$ cat config.mk
export PLATFORM = sky130hd
export DESIGN_NAME = instruction_fetch_unit_flat
export DESIGN_NICKNAME = d
export VERILOG_FILES = /design/src/rtl/fetch_pkg.sv /design/src/rtl/instruction_fetch_unit_if.sv /design/src/rtl/instruction_fetch_unit_pc_register.sv /design/src/rtl/instruction_fetch_unit.sv /design/src/flat_wrapper.sv
export SDC_FILE = /design/constraint.sdc
export NUM_CORES = 1
export LEC_CHECK = 0
export BUFFER_PORTS_ARGS = -buffer_cell sky130_fd_sc_hd__clkbuf_2
export CAP_MARGIN = 10
export CORE_MARGIN = 10
export CORE_UTILIZATION = 25
export CTS_BUF_LIST = sky130_fd_sc_hd__clkbuf_2 sky130_fd_sc_hd__clkbuf_4 sky130_fd_sc_hd__clkbuf_8
export DETAILED_ROUTE_END_ITERATION = 7
export PLACE_DENSITY_LB_ADDON = 0.05
export SLEW_MARGIN = 5
export SYNTH_ARGS = -nofsm -noshare
export SYNTH_HDL_FRONTEND = slang
export SYNTH_SLANG_ARGS = --single-unit
$ cat constraint.sdc
create_clock -name Clk -period 1.9 [get_ports Clk]
set_input_delay 0.095 -clock Clk [delete_from_list [all_inputs] [get_ports Clk]]
set_output_delay 0.095 -clock Clk [all_outputs]
set_load 0.05 [all_outputs]
$ cat src/rtl/fetch_pkg.sv
// Shared types and constants for the instruction fetch unit.
package fetch_pkg;

  localparam int unsigned XLEN           = 32;
  localparam int unsigned IMEM_ADDR_BITS = 7;

  localparam logic [XLEN-1:0] RESET_PC_DEFAULT = 32'h0000_0000;
  localparam logic [XLEN-1:0] NOP_WORD         = 32'h0000_0000;

  typedef enum logic [1:0] {
    BOOT   = 2'd0,
    RUN    = 2'd1,
    HALTED = 2'd2
  } fetch_state_e;

  typedef struct packed {
    logic [XLEN-1:0] instruction;
    logic [XLEN-1:0] pc_plus4;
    logic            valid;
  } ifid_t;

  // Word index the instruction memory decodes from a byte address.
  function automatic logic [IMEM_ADDR_BITS-1:0] imem_word_index(input logic [XLEN-1:0] addr);
    return addr[IMEM_ADDR_BITS+1:2];
  endfunction

endpackage

$ cat src/rtl/instruction_fetch_unit_if.sv
// Instruction-memory read port: byte address out, instruction word back combinationally.
interface instruction_fetch_unit_if;
  import fetch_pkg::*;

  logic [XLEN-1:0] ImemAddress;
  logic [XLEN-1:0] ImemInstruction;

  modport master (output ImemAddress, input ImemInstruction);
  modport slave  (input ImemAddress, output ImemInstruction);
endinterface

$ cat src/rtl/instruction_fetch_unit_pc_register.sv
// Program counter register with synchronous reset and load enable.
module pc_register
  import fetch_pkg::*;
#(
  parameter logic [XLEN-1:0] RESET_VALUE = RESET_PC_DEFAULT
) (
  input  logic            Clk,
  input  logic            Reset,
  input  logic            load,
  input  logic [XLEN-1:0] next_pc,
  output logic [XLEN-1:0] pc
);

  always_ff @(posedge Clk) begin
    if (Reset) begin
      pc <= RESET_VALUE;
    end else if (load) begin
      pc <= next_pc;
    end
  end

endmodule

$ cat src/rtl/instruction_fetch_unit.sv
// Fetch stage: owns the PC, drives instruction memory and loads the IF/ID register.
module instruction_fetch_unit
  import fetch_pkg::*;
#(
  parameter logic [XLEN-1:0] RESET_PC = RESET_PC_DEFAULT,
  parameter logic [XLEN-1:0] NOP      = NOP_WORD
) (
  input  logic                  Clk,
  input  logic                  Reset,
  input  logic                  Stall,
  input  logic                  Flush,
  input  logic                  BranchTaken,
  input  logic [XLEN-1:0]       BranchTarget,
  input  logic                  Halt,
  instruction_fetch_unit_if.master imem,
  output logic [XLEN-1:0]       IFID_Instruction,
  output logic [XLEN-1:0]       IFID_PCPlus4,
  output logic                  IFID_Valid,
  output logic [XLEN-1:0]       PC,
  output logic                  Halted,
  output logic                  MisalignFault
);

  localparam ifid_t BUBBLE = '{instruction: NOP, pc_plus4: '0, valid: 1'b0};

  fetch_state_e    state_q;
  fetch_state_e    state_next;
  ifid_t           ifid_q;
  ifid_t           ifid_next;
  logic            pc_load;
  logic [XLEN-1:0] pc_next;
  logic [XLEN-1:0] pc_plus4;
  logic            misalign_set;

  pc_register #(.RESET_VALUE(RESET_PC)) u_pc (
    .Clk     (Clk),
    .Reset   (Reset),
    .load    (pc_load),
    .next_pc (pc_next),
    .pc      (PC)
  );

  assign imem.ImemAddress = PC;
  assign pc_plus4         = PC + XLEN'(4);

  always_ff @(posedge Clk) begin
    if (Reset) begin
      state_q <= BOOT;
    end else begin
      state_q <= state_next;
    end
  end

  // Priority in RUN: Halt > BranchTaken > Flush > Stall > sequential fetch.
  always_comb begin
    state_next   = state_q;
    ifid_next    = ifid_q;
    pc_load      = 1'b0;
    pc_next      = PC;
    misalign_set = 1'b0;
    unique case (state_q)
      BOOT: begin
        state_next = Halt ? HALTED : RUN;
      end
      RUN: begin
        if (Halt) begin
          state_next = HALTED;
          ifid_next  = BUBBLE;
        end else if (BranchTaken) begin
          pc_load      = 1'b1;
          pc_next      = {BranchTarget[XLEN-1:2], 2'b00};
          ifid_next    = BUBBLE;
          misalign_set = |BranchTarget[1:0];
        end else if (Flush) begin
          ifid_next = BUBBLE;
        end else if (!Stall) begin
          pc_load   = 1'b1;
          pc_next   = pc_plus4;
          ifid_next = '{instruction: imem.ImemInstruction, pc_plus4: pc_plus4, valid: 1'b1};
        end
      end
      HALTED: begin
        state_next = HALTED;
      end
      default: begin
        state_next = BOOT;
        ifid_next  = BUBBLE;
      end
    endcase
  end

  always_ff @(posedge Clk) begin
    if (Reset) begin
      ifid_q        <= BUBBLE;
      Halted        <= 1'b0;
      MisalignFault <= 1'b0;
    end else begin
      ifid_q <= ifid_next;
      Halted <= (state_next == HALTED);
      if (misalign_set) begin
        MisalignFault <= 1'b1;
      end
    end
  end

  assign IFID_Instruction = ifid_q.instruction;
  assign IFID_PCPlus4     = ifid_q.pc_plus4;
  assign IFID_Valid       = ifid_q.valid;

endmodule

$ cat src/flat_wrapper.sv
// flat-port wrapper written by rule: the top's interface ports become plain ports
module instruction_fetch_unit_flat import fetch_pkg::*;
#(
  parameter logic [XLEN-1:0] RESET_PC = RESET_PC_DEFAULT,
  parameter logic [XLEN-1:0] NOP      = NOP_WORD
)
  (Clk, Reset, Stall, Flush, BranchTaken, BranchTarget, Halt, IFID_Instruction, IFID_PCPlus4, IFID_Valid, PC, Halted, MisalignFault, imem_ImemAddress, imem_ImemInstruction);
  instruction_fetch_unit_if imem_i ();
  input  logic Clk;
  input  logic Reset;
  input  logic Stall;
  input  logic Flush;
  input  logic BranchTaken;
  input  logic [XLEN-1:0] BranchTarget;
  input  logic Halt;
  output logic [XLEN-1:0] IFID_Instruction;
  output logic [XLEN-1:0] IFID_PCPlus4;
  output logic IFID_Valid;
  output logic [XLEN-1:0] PC;
  output logic Halted;
  output logic MisalignFault;
  output wire logic [$bits(imem_i.ImemAddress)-1:0] imem_ImemAddress;
  input wire logic [$bits(imem_i.ImemInstruction)-1:0] imem_ImemInstruction;
  assign imem_ImemAddress = imem_i.ImemAddress;
  assign imem_i.ImemInstruction = imem_ImemInstruction;
  instruction_fetch_unit #(.RESET_PC(RESET_PC), .NOP(NOP)) u_core (.Clk(Clk), .Reset(Reset), .Stall(Stall), .Flush(Flush), .BranchTaken(BranchTaken), .BranchTarget(BranchTarget), .Halt(Halt), .imem(imem_i), .IFID_Instruction(IFID_Instruction), .IFID_PCPlus4(IFID_PCPlus4), .IFID_Valid(IFID_Valid), .PC(PC), .Halted(Halted), .MisalignFault(MisalignFault));
endmodule
==> run metrics <==
Die Wd 158 um; first-pass GRT wire length 27800 um; Synth area leaders dfxtp_1 (41%), a22oi_1 (6.7%), nor2_1 (5.6%), buf_4 (5.5%), nand2_1 (3.8%); hold_ws 37.1 ps; status finished clean; R2R Setup Slk 90 ps; die area 25100 um^2; Levels on crit path 6; DR DRC count 0; crit path cell chain ha_2 > nand3_4 > or3_1 > nor4_2 > a211oi_1 > o31ai_2; syn_area_per_cell 8.62 um^2; Post-Syn Area 4790 um^2; CTS tree yes; Core ar. 18800 um^2; Top delay family on crit path simple AND/OR/NAND/NOR gates; area grow syn2layout 36.1%; Worst Hold Depth 3; critical path startpoint category flip-flop; worst slack, placed -12.7 ps; sequential share of the synthesized area 0.405; crit path max fanout 7; Tot GR Track Use 0.141; cts bufs inserted 9; H-tree Lvls 3; drt first pass iters 6; dominant synthesized flop cell dfxtp_1; Synth cell types 56; multi-input logic area 2370 um^2; Crit-path slowest cell or3_1; leakage power 2.89 nW; CP Class flip-flop to flip-flop; Layout Cells excl Fill 995; clock skew 9.28 ps; WP data arrival 2100 ps; clk_lat worst skew 380 ps; pwr dens 647 nW/um^2; relative slew slack 0.522; via count 4700; worst path required time 2200 ps; dominant cell type by area after synthesis dfxtp_1; Synth async-reset ratio 0; hold path startpoint BranchTarget[20]; clock buffer depth 2; Post-synth EDFFs 0; Worst Hold Class input port to flip-flop; top cells by count, synth dfxtp_1 (97), nor2_1 (72), nand2_1 (49); Clock Pin Slew Worst Setup and Hold Paths 100 ps; sequential cell area 1970 um^2; wire per inst 18.0 um; TNS Setup 0 ps; Rows 50; clock root cell clkbuf_8; number of synthesized register bits 97; antenna cell count 0; Slew Limit Fails 0; Tightest Pin Transition 714 ps; DRT iter0 DRCs 224; Worst Hold Path EP u_core.u_pc.pc[20]$_SDFFE_PP0P_; final hold violations 0; FF-to-FF Start u_core.u_pc.pc[2]$_SDFFE_PP0P_; starting density of the core 0.255; Tot Pwr 4.22 mW; max_cap viols 0; most frequent cell after synthesis dfxtp_1; R2R depth 6; YS warnings 0; Routed Antenna Nets 0; number of global-route vias before repair 4922; Placer Congestion 0.802; largest net degree at the start of global routing 53; placed cells 943; cells after synthesis 556; Final #Nets 827; # IOs 201; die height 158 um; Worst R2R End u_core.u_pc.pc[16]$_SDFFE_PP0P_; FILL cells 1968; crit end category flip-flop; initial antenna violation count 1; VDD IR max 0.381 mV; DP Wirelength 13000 um; GR Overflow Total 0; slowest stage delay, CP 460 ps; drt via density 4.72; Worst Setup Slack, final 93.9 ps; fin crit share 0.951; clock sinks 97; unrepaired setup endpoints after global routing true; top-area cell type share of the netlist area 0.405; Port Buffer Count 196; fmax 554 MHz; share of post-route cells with drive strength above 1 0.376; Worst Path Buf+Inv 0; setup violators final 0; min cycle time layout 1810 ps; WL final 17900 um
sequential cells by signal, summed over array words and instances, names as in the netlist:
signal	cells
u_core.state_q	1
u_core.IFID_Instruction	32
u_core.IFID_Valid	1
u_core.MisalignFault	1
u_core.Halted	1
u_core.u_pc.pc	30
u_core.IFID_PCPlus4	31
cell type report:
cell class,count,share of cell area
multi-input combinational,378,0.364
timing repair buffer,266,0.254
sequential,97,0.301
clock inverter,6,0.0136
tap,234,0.0449
clock buffer,10,0.0201
inverter,4,0.00230
stage by stage:
stage,instance area (um^2),utilization
after floorplan,4830,-
after global placement,5910,0.315
after detailed placement,5910,0.315
after CTS,6470,0.345
after global routing,6520,0.347
final,6520,0.347
repair_timing:
action / 4_1_cts / 5_1_grt
hold buffers: 34 / 0
setup endpoints to repair: 4 / 21
setup buffers: 0 / 2
pin swaps: 1 / 3
resized for setup: 0 / 2
hold endpoints to repair: 34 / 0
worst max-delay path by stage:
| stage | startpoint | to | slack, ps |
|---|---|---|---|
| after floorplan | u_core.u_pc.pc[18]$_SDFFE_PP0P_ | u_core.IFID_PCPlus4[25]$_SDFFE_PP0P_ | 3 |
| after global placement | u_core.u_pc.pc[2]$_SDFFE_PP0P_ | u_core.IFID_PCPlus4[22]$_SDFFE_PP0P_ | 20 |
| after detailed placement | u_core.u_pc.pc[2]$_SDFFE_PP0P_ | u_core.IFID_PCPlus4[22]$_SDFFE_PP0P_ | -10 |
| after CTS | u_core.u_pc.pc[2]$_SDFFE_PP0P_ | u_core.IFID_PCPlus4[30]$_SDFFE_PP0P_ | 8 |
| after global routing | u_core.u_pc.pc[2]$_SDFFE_PP0P_ | u_core.IFID_PCPlus4[22]$_SDFFE_PP0P_ | -30 |
| final | u_core.u_pc.pc[2]$_SDFFE_PP0P_ | u_core.u_pc.pc[16]$_SDFFE_PP0P_ | 90 |
kinds of logic (layout without fill, tap and decap cells):
logic type | after synthesis | in the layout | synth area share
flip-flops | 97 | 97 | 0.405
AO/OA/AOI/OAI | 143 | 143 | 0.204
XOR/XNOR | 28 | 28 | 0.0512
buffers and inverters | 84 | 286 | 0.107
adder cells (fa/ha/maj) | 1 | 1 | 0.00261
other | 1 | 4 | 0.000783
multiplexers | 6 | 6 | 0.0125
AND/OR/NAND/NOR | 196 | 196 | 0.216
power by group:
group          total (mW)  internal [mW]  switching [mW]
logic               0.580          0.206           0.375
clock network        1.55          0.763           0.791
registers            2.09           2.06          0.0303
total                4.22           3.02            1.20
worst reg2reg max path, stage by stage (launching register included):
cell and delay [ps]:
dfxtp_4 400, ha_2 270, nand3_4 170, or3_1 460, nor4_2 150, a211oi_1 80, o31ai_2 190
per-layer routing:
layer / up-vias / track usage / part of all wire
met4: 2 / 0.0454 / 0.016
met1: 2198 / 0.162 / 0.41
met2: 148 / 0.240 / 0.49
met3: 19 / 0.0507 / 0.081
li1: 2333 / - / -
met5: - / 0 / 0.00067
placed cells by master, fill, tap and decap left out, drive strengths merged, types with 2 or more instances in the layout:
master / instances
a211oi: 2
a21o: 10
a21oi: 16
a22o: 6
a22oi: 43
a31oi: 3
a32o: 3
a32oi: 2
and2: 3
and3: 10
buf: 37
bufinv: 2
clkbuf: 205
clkinv: 2
conb: 4
dfxtp: 97
dlygate4sd3: 34
inv: 6
mux2i: 6
nand2: 49
nand3: 30
nand4: 11
nor2: 74
nor3: 8
nor4: 4
o21ai: 36
o22ai: 6
o311ai: 8
o31ai: 5
or2: 2
xnor2: 10
xor2: 18
Note: power is estimated with default switching activity, not from simulation.
